--- src/rtl/snn_pkg.sv ---
// Shared types and helpers for the spiking layers: MAC FSM states, output range
// limits and the saturating narrow to the 8-bit neuron input.
package snn_pkg;

  typedef enum logic [1:0] {
    ST_IDLE  = 2'd0,
    ST_ACCUM = 2'd1,
    ST_DONE  = 2'd2
  } mac_state_e;

  localparam int MAC_OUT_MAX = 127;
  localparam int MAC_OUT_MIN = -128;

  // Callers sign-extend the accumulator to 32 bits before calling.
  function automatic logic signed [7:0] sat_to_8(input logic signed [31:0] v);
    if (v > MAC_OUT_MAX) begin
      return 8'(MAC_OUT_MAX);
    end else if (v < MAC_OUT_MIN) begin
      return 8'(MAC_OUT_MIN);
    end else begin
      return v[7:0];
    end
  endfunction

endpackage

--- src/rtl/weight_regfile.sv ---
// N_IN x W_WIDTH synaptic weight registers: one write port, one combinational
// read port (a same-cycle write to the read index returns the old value).
module weight_regfile #(
  parameter  int N_IN    = 16,
  parameter  int W_WIDTH = 8,
  localparam int AW      = $clog2(N_IN)
) (
  input  logic               clk_i,
  input  logic               clr_n_i,
  input  logic               we_i,
  input  logic [AW-1:0]      waddr_i,
  input  logic [W_WIDTH-1:0] wdata_i,
  input  logic [AW-1:0]      raddr_i,
  output logic [W_WIDTH-1:0] rdata_o
);

  logic [W_WIDTH-1:0] mem_q [N_IN];

  always_ff @(posedge clk_i) begin
    if (!clr_n_i) begin
      for (int i = 0; i < N_IN; i++) begin
        mem_q[i] <= '0;
      end
    end else if (we_i) begin
      mem_q[waddr_i] <= wdata_i;
    end
  end

  assign rdata_o = mem_q[raddr_i];

endmodule

--- src/rtl/spike_mac.sv ---
// Serial weighted-spike accumulator: snapshots spk_in on pulse, sums one weight
// per cycle, then presents the saturated 8-bit sum with a one-cycle valid.
module spike_mac
  import snn_pkg::*;
#(
  parameter  int N_IN      = 16,
  parameter  int W_WIDTH   = 8,
  parameter  int ACC_WIDTH = 12,
  localparam int IW        = $clog2(N_IN)
) (
  input  logic               clk,
  input  logic               reset,
  input  logic               pulse,
  input  logic [N_IN-1:0]    spk_in,
  input  logic               w_we,
  input  logic [IW-1:0]      w_addr,
  input  logic [W_WIDTH-1:0] w_data,
  output logic [7:0]         mac_out,
  output logic               mac_valid,
  output logic               busy,
  output logic               overrun
);

  mac_state_e                  state_q, state_d;
  logic [N_IN-1:0]             snap_q, snap_d;
  logic [IW-1:0]               idx_q, idx_d;
  logic signed [ACC_WIDTH-1:0] acc_q, acc_d;
  logic [7:0]                  mac_out_q, mac_out_d;
  logic                        valid_q, valid_d;
  logic                        busy_q, busy_d;
  logic                        ovr_q, ovr_d;

  logic [W_WIDTH-1:0]          w_rd_dat;
  logic signed [W_WIDTH-1:0]   w_rd;
  logic signed [ACC_WIDTH-1:0] w_ext;

  weight_regfile #(
    .N_IN    (N_IN),
    .W_WIDTH (W_WIDTH)
  ) u_weights (
    .clk_i   (clk),
    .clr_n_i (reset),
    .we_i    (w_we),
    .waddr_i (w_addr),
    .wdata_i (w_data),
    .raddr_i (idx_q),
    .rdata_o (w_rd_dat)
  );

  assign w_rd  = w_rd_dat;
  assign w_ext = ACC_WIDTH'(w_rd);

  always_comb begin
    state_d   = state_q;
    snap_d    = snap_q;
    idx_d     = idx_q;
    acc_d     = acc_q;
    mac_out_d = mac_out_q;
    valid_d   = 1'b0;
    // A pulse that cannot start a new sum (including one landing on DONE) is lost.
    ovr_d     = ovr_q | (pulse && (state_q != ST_IDLE));

    case (state_q)
      ST_IDLE: begin
        if (pulse) begin
          state_d = ST_ACCUM;
          snap_d  = spk_in;
          acc_d   = '0;
          idx_d   = '0;
        end
      end
      ST_ACCUM: begin
        if (snap_q[idx_q]) begin
          acc_d = acc_q + w_ext;
        end
        idx_d = idx_q + 1'b1;
        if (idx_q == IW'(N_IN - 1)) begin
          state_d = ST_DONE;
        end
      end
      ST_DONE: begin
        mac_out_d = sat_to_8(32'(acc_q));
        valid_d   = 1'b1;
        state_d   = ST_IDLE;
      end
      default: state_d = ST_IDLE;
    endcase

    // Busy stays up through the valid cycle so a new pulse there is visible upstream.
    busy_d = (state_d != ST_IDLE) || valid_d;
  end

  always_ff @(posedge clk) begin
    if (!reset) begin
      state_q   <= ST_IDLE;
      snap_q    <= '0;
      idx_q     <= '0;
      acc_q     <= '0;
      mac_out_q <= '0;
      valid_q   <= 1'b0;
      busy_q    <= 1'b0;
      ovr_q     <= 1'b0;
    end else begin
      state_q   <= state_d;
      snap_q    <= snap_d;
      idx_q     <= idx_d;
      acc_q     <= acc_d;
      mac_out_q <= mac_out_d;
      valid_q   <= valid_d;
      busy_q    <= busy_d;
      ovr_q     <= ovr_d;
    end
  end

  assign mac_out   = mac_out_q;
  assign mac_valid = valid_q;
  assign busy      = busy_q;
  assign overrun   = ovr_q;

endmodule

--- config.mk ---
export PLATFORM = sky130hd
export DESIGN_NAME = spike_mac
export DESIGN_NICKNAME = d
export VERILOG_FILES = /design/src/rtl/snn_pkg.sv /design/src/rtl/weight_regfile.sv /design/src/rtl/spike_mac.sv
export SDC_FILE = /design/constraint.sdc
export NUM_CORES = 1
export LEC_CHECK = 0
export BUFFER_PORTS_ARGS = -buffer_cell sky130_fd_sc_hd__buf_2
export CAP_MARGIN = 20
export CORE_MARGIN = 4
export CORE_UTILIZATION = 40
export CTS_BUF_LIST = sky130_fd_sc_hd__clkbuf_8
export DETAILED_ROUTE_END_ITERATION = 7
export HOLD_SLACK_MARGIN = 0.05
export PLACE_DENSITY = 0.54
export SYNTH_ARGS = -nofsm -noshare
export SYNTH_HDL_FRONTEND = slang
export SYNTH_SLANG_ARGS = --single-unit
--- constraint.sdc ---
create_clock -name clk -period 7.4 [get_ports clk]
set_clock_uncertainty 0.2 [all_clocks]
set_input_delay 1.11 -clock clk [delete_from_list [all_inputs] [get_ports clk]]
set_output_delay 1.11 -clock clk [all_outputs]
set_load 0.01 [all_outputs]
**After elaboration in Yosys (flattened, before gate mapping)**

Memories as Yosys holds them, arrays and structs flattened. A register that Yosys moved wholly into a read port is not among the register bits.
Index checks and enable logic that the tools add are counted.

- Word-level logic and storage cells: 52
- Input bits: 32
- Output and inout bits: 11
- Bits in read-only memories: 0
- Bits in writable memories: 128
- Bits in latches: 0
- Memories kept: 1
- Flip-flop bits (word level): 45

Memory list:

| name | depth | bits a word | read ports | clocked after memory_dff | wr ports | line | RTL |
|---|---|---|---|---|---|---|---|
| u_weights.mem_q | 16 | 8 | 1 | 1 | 16 | weight_regfile.sv:17 | `logic [W_WIDTH-1:0] mem_q [N_IN];` |

- Bitwise operators: 1
- Reduce and logical (&&, ||, !) cells: 10
- Equal/unequal tests: 5
- Multiply operators: 0
- Add/subtract/negate cells: 2
- Div/mod/pow operators: 0
- Mux-type cells: 22
- Shifts and indexed selects: 0
- Order comparisons: 3

Operators with widths:

| cell | count |
|---|---|
| $mux W12 | 2 |
| $mux W8 | 3 |
| $pmux W12 S2 | 1 |
| $mux W4 | 4 |
| $add A12 B8 Y12 | 1 |
| $gt A12 B8 Y1 const B | 1 |
| $lt A12 B8 Y1 const B | 1 |
| $pmux W4 S2 | 1 |
| $reduce_or A8 Y1 | 1 |
| $mux W1 | 7 |
| $reduce_bool A2 Y1 | 3 |
| $lt A4 B5 Y1 const B | 1 |
| $add A4 B1 Y4 const B | 1 |
| $bmux W1 S4 | 1 |
| $eq A4 B4 Y1 const B | 1 |
| $mux W2 | 2 |
| $ne A2 B2 Y1 const B | 2 |
| $pmux W2 S2 | 1 |
| $reduce_and A2 Y1 | 2 |
| $reduce_and A3 Y1 | 1 |
| $eq A2 B1 Y1 const B | 1 |
| $eq A2 B2 Y1 const B | 1 |
| $logic_not A2 Y1 | 1 |
| $logic_and A1 B1 Y1 | 1 |
| other kinds (2) | 2 |

**Depth between registers and ports, before layout**

Gate-level depths: netlist of the first run.

- Word-level depth: 5
- Depth in mapped cells: 13
- Mapped depth without buffers: 10

**Cells and area by module**

A second synthesis of the first run with hierarchy kept.

- Cell total of the unflattened synthesis: 658
- Area, all modules: 8281.7 um2

By module, submodules not included:

| module | area each (um2) | cells each | times used | seq. area each (um2) |
|---|---|---|---|---|
| weight_regfile | 5933.2 | 375 | 1 | 3843.7 |
| spike_mac | 2348.5 | 283 | 1 | 900.9 |

**Worst setup path before layout of the first run**

OpenSTA, ideal clock, no wires.

- Path kind: register to register
- Start point: register (tool-made name)
- End point: register acc_q[6]
- Period minus slack after synthesis: 4.055 ns
- Required time: 7.130 ns
- Path buffers: 3
- Setup slack: 3.345 ns
- Data arrival time: 3.785 ns
- Cell stages (with the launch flop): 14
- Library setup time: 0.070 ns
- Cell sequence: dfxtp_1 buf_6 buf_2 buf_2 mux4_2 mux4_2 ha_1 fa_1 a21o_1 a21o_1 a2111oi_0 a31oi_1 a211o_1 a21oi_1

RTL lines:

| what | line | RTL |
|---|---|---|
| end signal, assigned | spike_mac.sv:98 | `acc_q <= '0;` |
| end signal, assigned | spike_mac.sv:107 | `acc_q <= acc_d;` |
| end, declared | spike_mac.sv:27 | `logic signed [ACC_WIDTH-1:0] acc_q, acc_d;` |

==> flow_summary.yaml, run 1 <==
route:
  vias: 4921
  postRouteAntennaNets: 0
  vias_per_cell: 5.21
  drtIter0Drc: 199
  wl_microns: 17700
  dr.pass1.iters: 6
  drc: 0
  wl_per_cell_microns: 18.8
power_and_ir_drop:
  intPower_mw: 1.47
  swShare_pct: 25.9
  ir_drop_v: 0.000123
  powerDensity_nw_per_um2: 219
  clkPwrFrac_pct: 34.0
  comb_power_share_pct: 9.0
  pwr-share-seq_pct: 57.0
  p_leak_nw: 3.22
  net-switching-power_uw: 513
placement:
  io_buffers: 42
  hpwl_microns: 12300
  dp_slack_ns: 3.30
  gp_congestion: 0.796
cells_and_area:
  num-fill-cells: 1783
  nets: 711
  area_growth_pct: 11.2
  diodes: 0
  seq_area_sq_um: 4830
  layout_common_cells: "and2_1, edfxtp_1, nand2_1, dfxtp_1, buf_2"
  drive_above_1_share_pct: 19.9
  utilization_pct: 45.9
  multiInputGateArea_sq_um: 3150
  final_common_cell: "and2_1"
logic_synthesis:
  syn_nets: 669
  yosysTopAreaCell: "edfxtp_1"
  yosys-top-cells-area: "edfxtp_1, dfxtp_1, mux4_2, and2_1, nand2_1"
  synthesis.area_sq_um: 8140
  synth-main-ff-cell: "edfxtp_1"
  synth-seq-cells: 177
  post_synth.cell_area_avg_sq_um: 13.0
  ys_warn_count: 0
  synth_top_area_share_pct: 47.2
  synth_cells: 624
  yosys.cell_types.count: 43
  async_flop_share_pct: 0
  ys_seq_area_share_pct: 59.3
  synth_edf_count: 128
clocking:
  clkTransAtPathRegs_ns: 0.10
  cts_setup_buffers: 0
  cts_resized: 0
  clkSinkCount: 177
  cts.path.max_buffers: 2
  htreeDepth: 4
  cts_tree: "built"
  root_buffer: "clkbuf_8"
  postCtsHoldBufs: 0
  clk_latency_ns: 0.46
  cts_buffers: 17
sta:
  rsz0062_at_grt: "no"
  tightestPinTransition_ns: 1.04
  finalCritPeriodShare_pct: 55.7
  maxSlewHeadroom_pct: 29.8
  fin_ws_ns: 3.28
  hold_viol_final: 0
  setup_tns_ns: 0
  layout_min_cycle_time_ns: 4.12
  setup_viol: 0
  finalMaxSlewViolations: 0
  fmax_mhz: 243
worst_setup_path:
  worstSetupPathType: "flop to flop"
  arrival_ns: 4.29
  cp-start-kind: "flop"
  crit_required_ns: 7.57
  critPathCaptureType: "flop"
  path_max_fanout: 32
floorplanning:
  core_area_sq_um: 19700
  start_util_pct: 41.3
  die_h_microns: 151
  chipWidth_microns: 151
  core.rowCount: 51
  ios: 43
  dieArea_sq_um: 22700
job:
  cap_violations: 0
global_route:
  overflow: 0
  grt_pass1_vias: 4922
  track_usage_pct: 16.5
  grt_pass1_wl_microns: 27800
  grt_max_degree: 33
  antenna_found_initial: 0
hold_path:
  hold_class: "flop to flop"
run_status:
  status: "complete, no violations"
[final cells by class]
| class | instances | area share (%) |
|---|---|---|
| clock inverters | 15 | 1.91 |
| well taps | 265 | 3.66 |
| multi-input cells | 408 | 34.8 |
| repair buffers | 57 | 3.48 |
| clock buffers | 17 | 2.58 |
| inverters | 5 | 0.207 |
| flip-flops and latches | 177 | 53.3 |
[logic make-up (layout without fill, tap and decap cells)]
family          after synthesis  count (layout)  share of synthesized area, %
compound gates               90              90                          6.61
xor+xnor                      6               6                         0.646
fa+ha+maj                    13              13                          2.09
buf+inv                      39              94                          1.97
flops                       177             177                          59.3
mux                          49              49                          12.9
simple gates                250             250                          16.5
[sequential cells by signal, summed over array words and instances, names as in the netlist, 2 cells and up, named ones only]
register and cells:
acc_q 12, idx_q 4, mac_out 8, snap_q 16, state_q 2, u_weights.mem_q 128
[final timing paths]
kind / depth (start not counted) / slack [ns] / to / from
max reg2reg: 11 / 3.28 / acc_q[6] / flop
min reg2reg: 2 / 0.25 / overrun / overrun
max: 11 / 3.28 / acc_q[6] / flop
min: 2 / 0.25 / overrun / overrun
[metal layers]
layer / global-route usage [%] / part of all wire (%) / wire, microns / up-vias
li1: - / - / - / 2381
met1: 21.3 / 43 / 7610 / 2429
met2: 28.6 / 51 / 9080 / 100
met3: 3.52 / 4.7 / 825 / 11
met4: 3.85 / 1.1 / 197 / 0
met5: 0 / 0 / 0 / -
[through the flow]
| stage | instance area, sq um | hold WS, ns | total power, mW | cells |
|---|---|---|---|---|
| 2_1_floorplan | 8140 | 0.233 | 1.27 | 624 |
| 3_3_place_gp | 8620 | 0.230 | 1.33 | 908 |
| 3_5_place_dp | 8620 | 0.235 | 1.33 | 908 |
| 4_1_cts | 9030 | 0.251 | 2.00 | 940 |
| 5_1_grt | 9050 | 0.281 | 2.06 | 944 |
| 6_report | 9050 | 0.249 | 1.98 | 944 |
[power by group through the flow]
stage	logic (mW)	clock network [mW]	registers, mW
after CTS	0.180	0.691	1.13
after global routing	0.196	0.730	1.14
after floorplan	0.124	0	1.14
after detailed placement	0.180	0	1.15
after global placement	0.176	0	1.15
final	0.178	0.672	1.13
[synth_stat cells (3+ instances only)]
library cell	n
o21ai_0	23
ha_1	12
nor3_1	8
clkbuf_1	26
edfxtp_1	128
dfxtp_1	49
inv_1	5
nand3_1	11
a21oi_1	37
mux4_2	43
nand4_1	4
nand2_1	50
nand2b_1	7
xnor2_1	4
o31ai_1	4
buf_2	5
mux2i_1	3
and2_1	130
a22o_1	4
a21o_1	8
nor2_1	30
[worst max-delay path: stages, from the launching register on]
cell and delay, ns:
dfxtp_2 0.33, buf_4 0.51, mux4_2 0.59, mux4_2 0.48, ha_1 0.22, fa_1 0.40
a21o_1 0.17, a21o_1 0.21, a2111oi_0 0.43, a31oi_1 0.08, a211o_1 0.26, a21oi_1 0.13
Note: power is estimated with default switching activity, not from simulation.
==> run 2, diff against run 1 <==
--- a/config.mk
+++ b/config.mk
@@ -5,6 +5,7 @@
 export SDC_FILE = /design/constraint.sdc
 export NUM_CORES = 1
 export LEC_CHECK = 0
+export ABC_AREA = 1
 export BUFFER_PORTS_ARGS = -buffer_cell sky130_fd_sc_hd__buf_2
 export CAP_MARGIN = 20
 export CORE_MARGIN = 4
==> constraint.sdc (replaced) <==
create_clock -name clk -period 4.2 [get_ports clk]
set_clock_uncertainty 0.2 [all_clocks]
set_input_delay 0.63 -clock clk [delete_from_list [all_inputs] [get_ports clk]]
set_output_delay 0.63 -clock clk [all_outputs]
set_load 0.01 [all_outputs]
==> flow_summary.yaml, run 2 <==
sta:
  finalMaxSlewViolations: 0
  tightestPinTransition_ns: 0.819
  hold_viol_final: 0
  layout_min_cycle_time_ns: 3.45
  rsz0062_at_grt: "no"
  fin_ws_ns: 0.751
  setup_viol: 0
  finalCritPeriodShare_pct: 82.1
  maxSlewHeadroom_pct: 45.4
  fmax_mhz: 290
  fin_hold_ws_ns: 0.217
  setup_tns_ns: 0
clocking:
  cts.path.max_buffers: 2
  root_buffer: "clkbuf_8"
  cts_setup_buffers: 0
  clkTransAtPathRegs_ns: 0.09
  postCtsHoldBufs: 0
  cts_buffers: 17
  htreeDepth: 4
  cts_tree: "built"
  clk_latency_ns: 0.46
  clkSinkCount: 177
  cts_resized: 0
logic_synthesis:
  synth_cells: 887
  synth-seq-cells: 177
  synthesis.area_sq_um: 8140
  yosys-top-cells-area: "edfxtp_1, dfxtp_1, nor2_1, o21ai_0, nand2_1"
  synth_top_area_share_pct: 47.2
  synth_edf_count: 128
  post_synth.cell_area_avg_sq_um: 9.17
  yosys.cell_types.count: 34
  async_flop_share_pct: 0
  synth_common_cells: "nor2_1, edfxtp_1, nand2_1"
  yosysTopAreaCell: "edfxtp_1"
  synth-main-ff-cell: "edfxtp_1"
  ys_seq_area_share_pct: 59.3
  ys_warn_count: 0
  synth.most_common_cell: "nor2_1"
  syn_nets: 932
worst_setup_path:
  cp-start-kind: "flop"
  crit_required_ns: 4.38
  critPathBufInv: 2
  path_max_fanout: 22
  cpMaxStageDelayCell: "dfxtp_1"
  critPathCaptureType: "flop"
  crit_path_cell_trace: "inv_1, nand3_1, nand3_1, nand2_1, ha_1, inv_1, o21ai_0, nand2_1, nand2_1, a21oi_1, nand3_1, nand2_1, nand3_1, a21oi_1"
  critical-path-top-delay-family: "simple AND/OR/NAND/NOR gates"
  arrival_ns: 3.63
  max_stage_delay_ns: 0.84
  worstSetupPathType: "flop to flop"
cells_and_area:
  nets: 953
  largest_reg_flops: 128
  multiInputGateArea_sq_um: 2890
  area_growth_pct: 9.30
  layout_common_cells: "nor2_1, edfxtp_1, nand2_1, o21ai_0, inv_1"
  drive_above_1_share_pct: 9.89
  final_common_cell: "nor2_1"
  reg.largest.list: "u_weights.mem_q: 128 flops, snap_q: 16 flops, acc_q: 12 flops"
  num-fill-cells: 1978
  top_register: "u_weights.mem_q"
  seq_area_sq_um: 4830
route:
  vias: 6156
  postRouteAntennaNets: 0
  drtIter0Drc: 512
  dr.pass1.iters: 5
  vias_per_cell: 5.19
  wl_per_cell_microns: 17.7
  wl_microns: 21000
  drc: 0
placement:
  gp_congestion: 0.898
  hpwl_microns: 14000
  dp_slack_ns: 0.792
  io_buffers: 42
global_route:
  grt_pass1_wl_microns: 33100
  antenna_found_initial: 1
  track_usage_pct: 19.0
  grt_pass1_vias: 5858
  grt_max_degree: 65
  overflow: 0
power_and_ir_drop:
  fin_total_pwr_mw: 3.63
  powerDensity_nw_per_um2: 408
  ir_drop_v: 0.000220
  p_leak_nw: 3.46
floorplanning:
  chipWidth_microns: 151
  core.rowCount: 51
  start_util_pct: 41.3
  core_area_sq_um: 19700
  die_h_microns: 151
  ios: 43
  dieArea_sq_um: 22700
hold_path:
  hold_class: "input port to flop"
run_status:
  status: "complete, no violations"
job:
  cap_violations: 0
run 2: cell count changes after synthesis, moves of 7 or more:
| cell | previous run | this run |
|---|---|---|
| o21ai_0 | 23 | 88 |
| o221ai_1 | 0 | 21 |
| clkbuf_1 | 26 | 35 |
| o21ai_1 | 0 | 9 |
| mux4_2 | 43 | 0 |
| o22ai_1 | 0 | 7 |
| nand3_1 | 11 | 45 |
| and2_1 | 130 | 0 |
| nor2_1 | 30 | 234 |
| inv_1 | 5 | 53 |
| nand2_1 | 50 | 117 |
| nand2b_1 | 7 | 0 |
run 2: worst paths after layout:
| check | from | to | slack, ns | cells past startpoint |
|---|---|---|---|---|
| max reg2reg | flop | acc_q[10] | 0.75 | 14 |
| min | spk_in[10] | snap_q[10] | 0.22 | 3 |
| min reg2reg | overrun | overrun | 0.25 | 2 |
| max | flop | acc_q[10] | 0.75 | 14 |
run 2: where the power goes:
| part | switching, mW | total (mW) | internal [mW] |
|---|---|---|---|
| Clock | 0.641 | 1.17 | 0.525 |
| Combinational | 0.311 | 0.445 | 0.133 |
| Sequential | 0.0500 | 2.02 | 1.97 |
run 2: worst reg2reg max path, stage by stage (launching register included):
cell and delay [ns]:
dfxtp_1 0.84, inv_1 0.46, nand3_1 0.25, nand3_1 0.19, nand2_1 0.25, ha_1 0.31
inv_1 0.11, o21ai_0 0.13, nand2_1 0.08, nand2_1 0.05, a21oi_1 0.16, nand3_1 0.09
nand2_1 0.07, nand3_1 0.07, a21oi_1 0.13
run 2: per-layer routing:
metal / vias to the layer above / GRT usage [%] / routed length (microns)
met3: 23 / 3.64 / 1080
li1: 3073 / - / -
met2: 155 / 29.6 / 9610
met1: 2905 / 27.4 / 10000
met5: - / 0 / 0
met4: 0 / 4.94 / 335
run 2: stage by stage:
stage | area [sq um] | instances | utilization, %
after global routing | 8890 | 1185 | 45.1
after detailed placement | 8510 | 1154 | 43.2
after floorplan | 8140 | 887 | -
after global placement | 8510 | 1154 | 43.2
after CTS | 8890 | 1185 | 45.1
final | 8890 | 1186 | 45.1
run 2: kinds of logic after synthesis:
group / after synthesis / share of synthesized area, %
buffers and inverters: 101 / 5.23
adders and majority gates: 13 / 2.09
AOI/OAI and AO/OA: 180 / 12.8
xor gates and xnor gates: 1 / 0.108
and+or+nand+nor: 415 / 20.5
DFF: 177 / 59.3
run 2: area by class of cell:
| class | count | share of cell area [%] |
|---|---|---|
| Timing Repair Buffer | 47 | 2.93 |
| Tap cell | 265 | 3.73 |
| Clock buffer | 17 | 2.63 |
| Inverter | 56 | 2.36 |
| Clock inverter | 14 | 1.60 |
| Sequential cell | 177 | 54.3 |
| Antenna cell | 1 | 0.0281 |
| Multi-Input combinational cell | 609 | 32.5 |
==> run 3, diff against run 2 <==
--- a/config.mk
+++ b/config.mk
@@ -5,7 +5,7 @@
 export SDC_FILE = /design/constraint.sdc
 export NUM_CORES = 1
 export LEC_CHECK = 0
-export ABC_AREA = 1
+export ABC_AREA = 0
 export BUFFER_PORTS_ARGS = -buffer_cell sky130_fd_sc_hd__buf_2
 export CAP_MARGIN = 20
 export CORE_MARGIN = 4
@@ -13,7 +13,7 @@
 export CTS_BUF_LIST = sky130_fd_sc_hd__clkbuf_8
 export DETAILED_ROUTE_END_ITERATION = 7
 export HOLD_SLACK_MARGIN = 0.05
-export PLACE_DENSITY = 0.54
+export PLACE_DENSITY = 0.56
 export SYNTH_ARGS = -nofsm -noshare
 export SYNTH_HDL_FRONTEND = slang
 export SYNTH_SLANG_ARGS = --single-unit
==> constraint.sdc (replaced) <==
create_clock -name clk -period 3 [get_ports clk]
set_clock_uncertainty 0.2 [all_clocks]
set_input_delay 0.45 -clock clk [delete_from_list [all_inputs] [get_ports clk]]
set_output_delay 0.45 -clock clk [all_outputs]
set_load 0.01 [all_outputs]
==> flow_summary.yaml, run 3 (synthesis gave the netlist of run 1 again) <==
run_status:
  status: "finished with violations"
  violations: "setup timing"
sta:
  tightestPinTransition_ns: 0.661
  fin_hold_ws_ns: 0.252
  hold_viol_final: 0
  layout_min_cycle_time_ns: 3.57
  finalMaxSlewViolations: 0
  setup_tns_ns: -3.58
  maxSlewHeadroom_pct: 55.8
  fin_ws_ns: -0.568
  setup_viol: 8
  finalCritPeriodShare_pct: 119
  rsz0062_at_grt: "yes"
  fmax_mhz: 280
cells_and_area:
  num-fill-cells: 1711
  top_register: "u_weights.mem_q"
  layout.cells.non_filler: 1016
  largest_reg_flops: 128
  nets: 783
  diodes: 0
  final_common_cell: "and2_1"
  reg.largest.list: "u_weights.mem_q: 128 flops, snap_q: 16 flops, acc_q: 12 flops"
  drive_above_1_share_pct: 28.2
  layout_common_cells: "and2_1, edfxtp_1, buf_4, nand2_1, dfxtp_1"
  area_growth_pct: 22.2
route:
  vias: 5234
  dr.pass1.iters: 5
  wl_per_cell_microns: 19.5
  postRouteAntennaNets: 0
  vias_per_cell: 5.15
  drtIter0Drc: 312
  wl_microns: 19900
  drc: 0
power_and_ir_drop:
  p_leak_nw: 3.61
  powerDensity_nw_per_um2: 505
  ir_drop_v: 0.000293
floorplanning:
  die_h_microns: 151
  core.rowCount: 51
  core_area_sq_um: 19700
  ios: 43
  dieArea_sq_um: 22700
  chipWidth_microns: 151
  start_util_pct: 41.3
clocking:
  cts_buffers: 17
  clkSinkCount: 177
  root_buffer: "clkbuf_8"
  cts.path.max_buffers: 2
  cts_tree: "built"
  clk_latency_ns: 0.47
  clkTransAtPathRegs_ns: 0.10
  htreeDepth: 4
placement:
  hpwl_microns: 13800
  io_buffers: 42
  dp.cells: 956
  dp_slack_ns: -0.547
  gp_congestion: 0.797
worst_setup_path:
  arrival_ns: 3.77
  cp-start-kind: "flop"
  critPathCaptureType: "flop"
  crit_required_ns: 3.21
  worstSetupPathType: "flop to flop"
  path_max_fanout: 5
global_route:
  grt_max_degree: 26
  track_usage_pct: 18.3
  grt_pass1_wl_microns: 30600
  overflow: 0
  grt_pass1_vias: 5465
  antenna_found_initial: 0
job:
  cap_violations: 0
hold_path:
  hold_class: "flop to flop"
-- run 3: cell types whose count changed in the layout (fill, tap and decap cells not counted), sizes merged, moves of 21 or more --
cell | previous run | this run
nor2 | 235 | 30
buf | 47 | 111
mux4 | 0 | 44
o21ai | 97 | 23
o221ai | 21 | 0
nand2 | 120 | 50
nand3 | 48 | 11
inv | 58 | 12
and2 | 0 | 130
-- run 3: report_power, final --
part           switching, mW  total (mW)  internal, mW
clock                  0.948        1.63         0.684
combinational          0.298       0.590         0.292
sequential            0.0591        2.80          2.74
total                   1.30        5.02          3.71
-- run 3: metrics by stage --
| stage | power, mW | util [%] | area (sq um) |
|---|---|---|---|
| 6_report | 5.02 | 50.4 | 9950 |
| 5_1_grt | 5.22 | 50.4 | 9950 |
| 4_1_cts | 5.02 | 49.4 | 9750 |
| 3_5_place_dp | 3.37 | 46.1 | 9090 |
| 3_3_place_gp | 3.35 | 46.1 | 9090 |
| 2_1_floorplan | 3.15 | - | 8250 |
-- run 3: worst paths after layout --
| path | slack [ns] | startpoint | to | depth (start not counted) |
|---|---|---|---|---|
| max reg2reg | -0.57 | flop | acc_q[6] | 11 |
| min reg2reg | 0.25 | overrun | overrun | 2 |
| max | -0.57 | flop | acc_q[6] | 11 |
| min | 0.25 | overrun | overrun | 2 |
-- run 3: area by class of cell --
cell class                 instances  area (sq um)  share of cell area, %
inverter                           5          18.8                  0.189
tap                              265           332                   3.33
clock buffer                      17           234                   2.35
multi-input combinational        408          3360                   33.8
clock inverter                    15           154                   1.55
timing repair buffer             129          1020                   10.2
sequential                       177          4830                   48.5
-- run 3: repair_timing --
item,4_1_cts,5_1_grt
gates resized for setup,8,25
endpoints found under the hold margin,17,0
pin swaps,2,16
gates cloned,1,1
setup endpoints to repair,9,9
setup buffers,4,6
hold buffers,17,0
-- run 3: worst max-delay path, stage by stage (launching register included) --
cell and delay [ns]:
dfxtp_4 0.44, buf_12 0.15, mux4_2 0.49, mux4_2 0.53
ha_4 0.20, fa_2 0.34, a21o_1 0.16, a21o_1 0.22
a2111oi_4 0.30, a31oi_1 0.07, a211o_1 0.28, a21oi_2 0.13
-- run 3: routing by layer --
layer  global-route usage, %  wire [microns]
met1                    22.8            8400
met2                    32.2           10300
met3                    3.28             845
met4                    6.48             342
met5                       0               0
